## src/rtl/aplic_latency_stats.sv

```systemverilog
// APLIC latency statistics: running min/max/sum/count over completed
// measurements, a small sample FIFO for a reader, and a sticky threshold flag.
module aplic_latency_stats #(
    parameter int DATA_W = 32,
    parameter int SUM_W  = 48,
    parameter int CNT_W  = 16,
    parameter int DEPTH  = 8
) (
    input  logic              clk_i,
    input  logic              rst_i,
    input  logic [DATA_W-1:0] sample_i,
    input  logic              sample_valid_i,
    input  logic              clear_i,
    input  logic [DATA_W-1:0] thresh_i,
    output logic [DATA_W-1:0] min_o,
    output logic [DATA_W-1:0] max_o,
    output logic [SUM_W-1:0]  sum_o,
    output logic              sum_sat_o,
    output logic [CNT_W-1:0]  count_o,
    output logic              thresh_hit_o,
    output logic              rd_valid_o,
    output logic [DATA_W-1:0] rd_data_o,
    input  logic              rd_ready_i,
    output logic              fifo_full_o,
    output logic [CNT_W-1:0]  drop_cnt_o
);

    localparam int PW = $clog2(DEPTH);

    logic [DATA_W-1:0] min_q, min_d, max_q, max_d;
    logic [SUM_W-1:0]  sum_q, sum_d;
    logic              sum_sat_q, sum_sat_d;
    logic [CNT_W-1:0]  count_q, count_d, drop_q, drop_d;
    logic              thresh_hit_q, thresh_hit_d;
    logic [PW-1:0]     wr_ptr_q, wr_ptr_d, rd_ptr_q, rd_ptr_d;
    logic [PW:0]       occ_q, occ_d;
    logic [DATA_W-1:0] mem_q [DEPTH];

    logic              full, pop, push;
    logic [SUM_W:0]    sum_ext;

    always_comb begin
        min_d        = min_q;
        max_d        = max_q;
        sum_d        = sum_q;
        sum_sat_d    = sum_sat_q;
        count_d      = count_q;
        thresh_hit_d = thresh_hit_q;
        drop_d       = drop_q;
        wr_ptr_d     = wr_ptr_q;
        rd_ptr_d     = rd_ptr_q;
        occ_d        = occ_q;
        full         = (occ_q == (PW+1)'(DEPTH));
        pop          = (occ_q != '0) && rd_ready_i;
        push         = sample_valid_i && (!full || pop);
        sum_ext      = {1'b0, sum_q} + (SUM_W+1)'(sample_i);

        if (clear_i) begin
            min_d        = '1;
            max_d        = '0;
            sum_d        = '0;
            sum_sat_d    = 1'b0;
            count_d      = '0;
            thresh_hit_d = 1'b0;
            drop_d       = '0;
            wr_ptr_d     = '0;
            rd_ptr_d     = '0;
            occ_d        = '0;
            pop          = 1'b0;
            push         = 1'b0;
        end else begin
            if (sample_valid_i) begin
                if (sample_i < min_q) min_d = sample_i;
                if (sample_i > max_q) max_d = sample_i;
                // Carry out of the widened add means the true sum overflowed
                if (sum_ext[SUM_W]) begin
                    sum_d     = '1;
                    sum_sat_d = 1'b1;
                end else begin
                    sum_d = sum_ext[SUM_W-1:0];
                end
                if (count_q != '1) count_d = count_q + CNT_W'(1);
                if (sample_i > thresh_i) thresh_hit_d = 1'b1;
                if (!push && drop_q != '1) drop_d = drop_q + CNT_W'(1);
            end
            if (push) wr_ptr_d = wr_ptr_q + PW'(1);
            if (pop)  rd_ptr_d = rd_ptr_q + PW'(1);
            if (push && !pop)      occ_d = occ_q + (PW+1)'(1);
            else if (pop && !push) occ_d = occ_q - (PW+1)'(1);
        end
    end

    always_ff @(posedge clk_i) begin
        if (rst_i) begin
            min_q        <= '1;
            max_q        <= '0;
            sum_q        <= '0;
            sum_sat_q    <= 1'b0;
            count_q      <= '0;
            thresh_hit_q <= 1'b0;
            drop_q       <= '0;
            wr_ptr_q     <= '0;
            rd_ptr_q     <= '0;
            occ_q        <= '0;
        end else begin
            min_q        <= min_d;
            max_q        <= max_d;
            sum_q        <= sum_d;
            sum_sat_q    <= sum_sat_d;
            count_q      <= count_d;
            thresh_hit_q <= thresh_hit_d;
            drop_q       <= drop_d;
            wr_ptr_q     <= wr_ptr_d;
            rd_ptr_q     <= rd_ptr_d;
            occ_q        <= occ_d;
        end
    end

    always_ff @(posedge clk_i) begin
        if (!rst_i && push) mem_q[wr_ptr_q] <= sample_i;
    end

    assign min_o        = min_q;
    assign max_o        = max_q;
    assign sum_o        = sum_q;
    assign sum_sat_o    = sum_sat_q;
    assign count_o      = count_q;
    assign thresh_hit_o = thresh_hit_q;
    assign drop_cnt_o   = drop_q;
    assign rd_valid_o   = (occ_q != '0);
    assign fifo_full_o  = (occ_q == (PW+1)'(DEPTH));
    // Head is masked to zero when empty so stale storage never shows
    assign rd_data_o    = rd_valid_o ? mem_q[rd_ptr_q] : '0;

endmodule

```

## config.mk

```make
export PLATFORM = sky130hd
export DESIGN_NAME = aplic_latency_stats
export DESIGN_NICKNAME = d
export VERILOG_FILES = /design/src/rtl/aplic_latency_stats.sv
export SDC_FILE = /design/constraint.sdc
export NUM_CORES = 1
export LEC_CHECK = 0
export ABC_CLOCK_PERIOD_IN_PS = 4900
export CELL_PAD_IN_SITES_DETAIL_PLACEMENT = 0
export CELL_PAD_IN_SITES_GLOBAL_PLACEMENT = 1
export CORE_MARGIN = 2
export CORE_UTILIZATION = 45
export DETAILED_ROUTE_END_ITERATION = 8
export GPL_TIMING_DRIVEN = 0
export PLACE_DENSITY_LB_ADDON = 0.1
export SYNTH_ARGS = -nofsm -noshare
export SYNTH_HDL_FRONTEND = slang
export SYNTH_SLANG_ARGS = --single-unit
```

## constraint.sdc

```tcl
create_clock -name clk_i -period 4.9 [get_ports clk_i]
set_input_delay 0.735 -clock clk_i [delete_from_list [all_inputs] [get_ports clk_i]]
set_output_delay 0.735 -clock clk_i [all_outputs]
set_load 0.02 [all_outputs]
```

== After elaboration in Yosys (flattened, before gate mapping) ==
Memory sizes are Yosys's and may differ from the RTL's. A register that Yosys moved wholly into a read port is not among the register bits.
Cells that the tools add are included.
Operators by class
  add/sub/neg operators: 7
  magnitude comparators: 3
  eq/ne operators: 3
  mux-type cells: 9
  reduce and logical (&&, ||, !) cells: 20
Operators with widths (count)
  $gt A32 B32 Y1: 2
  $add A48 B32 Y49: 1
  $mux W48: 1
  $add A16 B1 Y16 const B: 2
  $lt A32 B32 Y1: 1
  $mux W32: 1
  $ne A16 B16 Y1 const B: 2
  $reduce_and A2 Y1: 6
  $mux W4: 2
  $add A3 B1 Y3 const B: 2
  $logic_and A1 B1 Y1: 6
  $mux W3: 2
  $add A4 B1 Y4 const B: 1
  $eq A4 B4 Y1 const B: 1
  $logic_not A1 Y1: 4
  $reduce_bool A4 Y1: 1
  $sub A4 B1 Y4 const B: 1
  $mux W1: 3
  $reduce_bool A2 Y1: 1
  $reduce_or A2 Y1: 1
  $logic_or A1 B1 Y1: 1
Storage, ports and cells
  flip-flop bits (word level): 156
  memory bits (writable): 256
  bits of input ports: 69
  output and inout port bits: 180
  word-level logic and storage cells: 53
  memories: 1
Memories
  mem_q: words 8, bits a word 32, read ports 1, clocked after memory_dff 1, write ports 1, line 37  | logic [DATA_W-1:0] mem_q [DEPTH];

== Depth between registers and ports, before layout ==
  word-level depth: 8
  gate-level depth with buffers: 12
  mapped depth without buffers: 11

== Least setup slack after synthesis ==
No wires, ideal clock.
  path kind: in2reg
  start: input port sample_valid_i
  end: memory mem_q[4][0], enable pin
  setup time: 461 ps
  arrival: 3879 ps
  data required time: 4439 ps
  path slack: 559 ps
  stages on the path: 5
  path buffers: 1
  path through: clkbuf_1 inv_1 a21oi_1 nand3_1 nor3_1
Between the ends
  longest elaborated chain between the ends: 5
Ends and longest elaborated chain
  start: declaration: line 12  | input logic sample_valid_i,
  $logic_and A1 B1 Y1: line 55  | push = sample_valid_i && (!full || pop);
  $mux W1: line 58  | if (clear_i) begin
  $logic_and A1 B1 Y1: line 120  | if (!rst_i && push) mem_q[wr_ptr_q] <= sample_i;
  $mux W1: line 120
  $mux W1 (not written as such): line 120
  end: declaration: line 37
Every way passes these cells.

==> results_dict.tcl <==
set metrics [dict create \
    power_frac_clock_pct 42.3 \
    register_area_um2 10900 \
    start_util_pct 45.7 \
    p_switching_mw 2.22 \
    nNetsFinal 2236 \
    area_growth_pct 25.2 \
    vias 14700 \
    path_clk_slew_ns 0.06 \
    finalCritPeriodShare_pct 90.9 \
    design_area_um2 25400 \
    drtPass1Iterations 5 \
    cts_sinks 415 \
    r2r-end "sum_o[28]" \
    ff2ff_path_depth 12 \
    r2r_setup_slack_ns 1.59 \
    maxCapViolCount 0 \
    grt_setup_unrepaired "false" \
    p_int_mw 6.47 \
    synth-seq-cells 415 \
    grt_max_degree 25 \
    cts-hold-fix-buffers 0 \
    hpwlAfterDp_mm 42.3 \
    cts_tree "built" \
    clockRootBuffer "clkbuf_16" \
    clockBufferDepth 3 \
    synth_warnings 0 \
    grt_pass1_vias 15000 \
    cpMaxStageDelayCell "buf_1" \
    synth.distinct_cells 72 \
    dp_slack_ns 0.222 \
    htree_levels 2 \
    crit_chain "clkbuf_1 > buf_1 > mux4_2 > mux2i_1 > nor2_1 > clkdlybuf4s50_1" \
    worst_slack_ns 0.447 \
    syn-num-nets 1927 \
    hold_class "flop to flop" \
    overflow 0 \
    portBuffers 248 \
    hold_depth 2 \
    dieArea_um2 46900 \
    crit_arrival_ns 3.72 \
    totalWireLength_mm 57.6 \
    grtUsageTotal_pct 24.8 \
    hold_start "sum_sat_o" \
    final-setup-viol-count 0 \
    final_core_util_pct 57.3 \
    power_frac_seq_pct 43.8 \
    antenna_found_initial 0 \
    worst_pin_slew_ns 0.963 \
    finalPower_mw 8.69 \
    postCtsResizedCells 0 \
    num_rows 77 \
    syn_area_um2 20300 \
    worstSetupStartpointType "flop" \
    grt_pass1_wl_mm 88.4 \
    core_um2 44400 \
    cp-end-kind "primary output" \
    hold_end "sum_sat_o" \
    synth.avg_cell_area_um2 11.8 \
    switching_share_pct 25.5 \
    crit_required_ns 4.16 \
    irDropWorstVdd_mv 0.272 \
    crit_family "buffers and inverters" \
    critPathMaxFanout 10 \
    p_leak_nw 9.30 \
    fin_hold_ws_ns 0.456 \
    max_slew_margin_pct 35.5 \
    die_h_um 216 \
    maxSlewViolCount 0 \
    worst-path-buf-inv 3 \
    outcome "finished, final reports clean" \
    cts_buffers 45 \
    p_comb_share_pct 13.9 \
    r2r_start "sum_o[0]" \
    multi_input_area_um2 8760 \
    fillerInstances 3710 \
    async_reset_ff_share_pct 0 \
    path_class "flop to primary output" \
    cts_setup_buffers 0 \
    drt_iter0_drc 847 \
    drc 0 \
    pin_count 249 \
    antenna_cells 0 \
    clock-skew-final_ns 0.0197 \
    antenna_left 0 \
    insertion_delay_ns 0.60 \
    ys.flop_type "edfxtp_1" \
    drive_above_1_share_pct 9.48 \
    gp_congestion 0.911 \
    synth_edf_count 256 \
    netlist_instances 1722 \
    p_per_area_nw_per_um2 342 \
    post_drt_via_cell_ratio 5.54 \
    hold_viol 0 \
    dieWidth_um 216 \
    period_needed_ns 4.45 \
    synth-seq-area-share_pct 53.5 \
    place_area_um2 23800 \
    fmax_ghz 0.225 \
    slowest_delay_ns 0.78 \
    drt-wirelength-per-cell_um 21.7 \
]
-- cells in the final DEF (no fill, tap or decap), drive strengths merged, types with 32 or more instances in the layout --
cell	n
mux2i	102
xor2	40
edfxtp	256
dfxtp	159
nor2	177
inv	116
nand2	124
nand4	32
ha	134
o21ai	84
mux4	64
a21oi	85
buf	38
a31oi	37
clkbuf	109
clkdlybuf4s50	248
a21o	34
-- cells in the mapped netlist, drive strengths merged, types with 24 or more instances --
| cell | n | area [um^2] |
|---|---|---|
| a21o | 34 | 255 |
| a21oi | 85 | 429 |
| a31oi | 37 | 231 |
| buf | 24 | 119 |
| clkbuf | 53 | 200 |
| dfxtp | 159 | 3180 |
| edfxtp | 256 | 7690 |
| ha | 134 | 1680 |
| inv | 114 | 428 |
| mux2i | 102 | 1020 |
| mux4 | 64 | 1440 |
| nand2 | 124 | 465 |
| nand4 | 32 | 200 |
| nor2 | 177 | 664 |
| o21ai | 84 | 424 |
| xnor2 | 26 | 228 |
| xor2 | 40 | 350 |
-- per-layer routing --
| metal | global-route usage (%) | share of wire, % | vias up |
|---|---|---|---|
| met5 | 0 | 0 | - |
| met1 | 32.5 | 44 | 7340 |
| met3 | 4.70 | 4.9 | 85 |
| met4 | 8.20 | 3.0 | 0 |
| li1 | - | - | 6959 |
| met2 | 41.7 | 48 | 340 |
-- cell type report --
class / count / area share (%)
multi-input cells: 1116 / 34.4
plain buffers: 77 / 1.25
well taps: 592 / 2.91
repair buffers: 262 / 10.6
clock buffers: 56 / 4.79
inverters: 114 / 1.68
flip-flops and latches: 415 / 42.7
clock inverters: 28 / 1.54
-- sequential cells by signal (all words and copies together), names as in the netlist, named ones only --
register      count
count_o          16
drop_cnt_o       16
max_o            32
mem_q           256
min_o            32
occ_q             4
rd_ptr_q          3
sum_o            48
sum_sat_o         1
thresh_hit_o      1
wr_ptr_q          3
-- through the flow --
step / TNS, ns / instances
CTS: 0 / 2660
global placement: -427.63 / 2562
finish: 0 / 2660
floorplan: 0 / 1722
global route: 0 / 2660
detailed placement: 0 / 2576
-- worst max-delay path by stage --
stage / end / slack (ns) / depth (start not counted)
2_1_floorplan: mem_q[4][0] / 0.56 / 5
3_3_place_gp: mem_q[4][8] / -3.07 / 6
3_5_place_dp: mem_q[0][5] / 0.22 / 8
4_1_cts: rd_data_o[16] / 0.25 / 6
5_1_grt: rd_data_o[22] / 0.16 / 6
6_report: rd_data_o[22] / 0.45 / 6
-- power by group through the flow --
stage | Sequential [mW] | Combinational, mW | Clock (mW)
final | 3.81 | 1.21 | 3.67
after global routing | 3.81 | 1.32 | 3.87
after CTS | 3.81 | 1.22 | 3.73
after detailed placement | 3.88 | 1.22 | 0
after global placement | 3.88 | 1.19 | 0
after floorplan | 3.91 | 0.653 | 0
-- tightest hold or removal path, stage by stage, from the launching register on --
cell and delay (ns):
dfxtp_1 0.31, inv_1 0.05, a21oi_1 0.05
-- logic make-up (layout without fill, tap and decap cells) --
| logic type | Yosys count | in the layout | share of synthesized area, % |
|---|---|---|---|
| multiplexers | 166 | 166 | 12.1 |
| adder cells (fa/ha/maj) | 136 | 136 | 8.45 |
| buffers and inverters | 191 | 537 | 3.68 |
| AND/OR/NAND/NOR | 436 | 436 | 9.84 |
| XOR/XNOR | 66 | 66 | 2.85 |
| AO/OA/AOI/OAI | 312 | 312 | 9.55 |
| flip-flops | 415 | 415 | 53.5 |
Note: power is estimated with default switching activity, not from simulation.
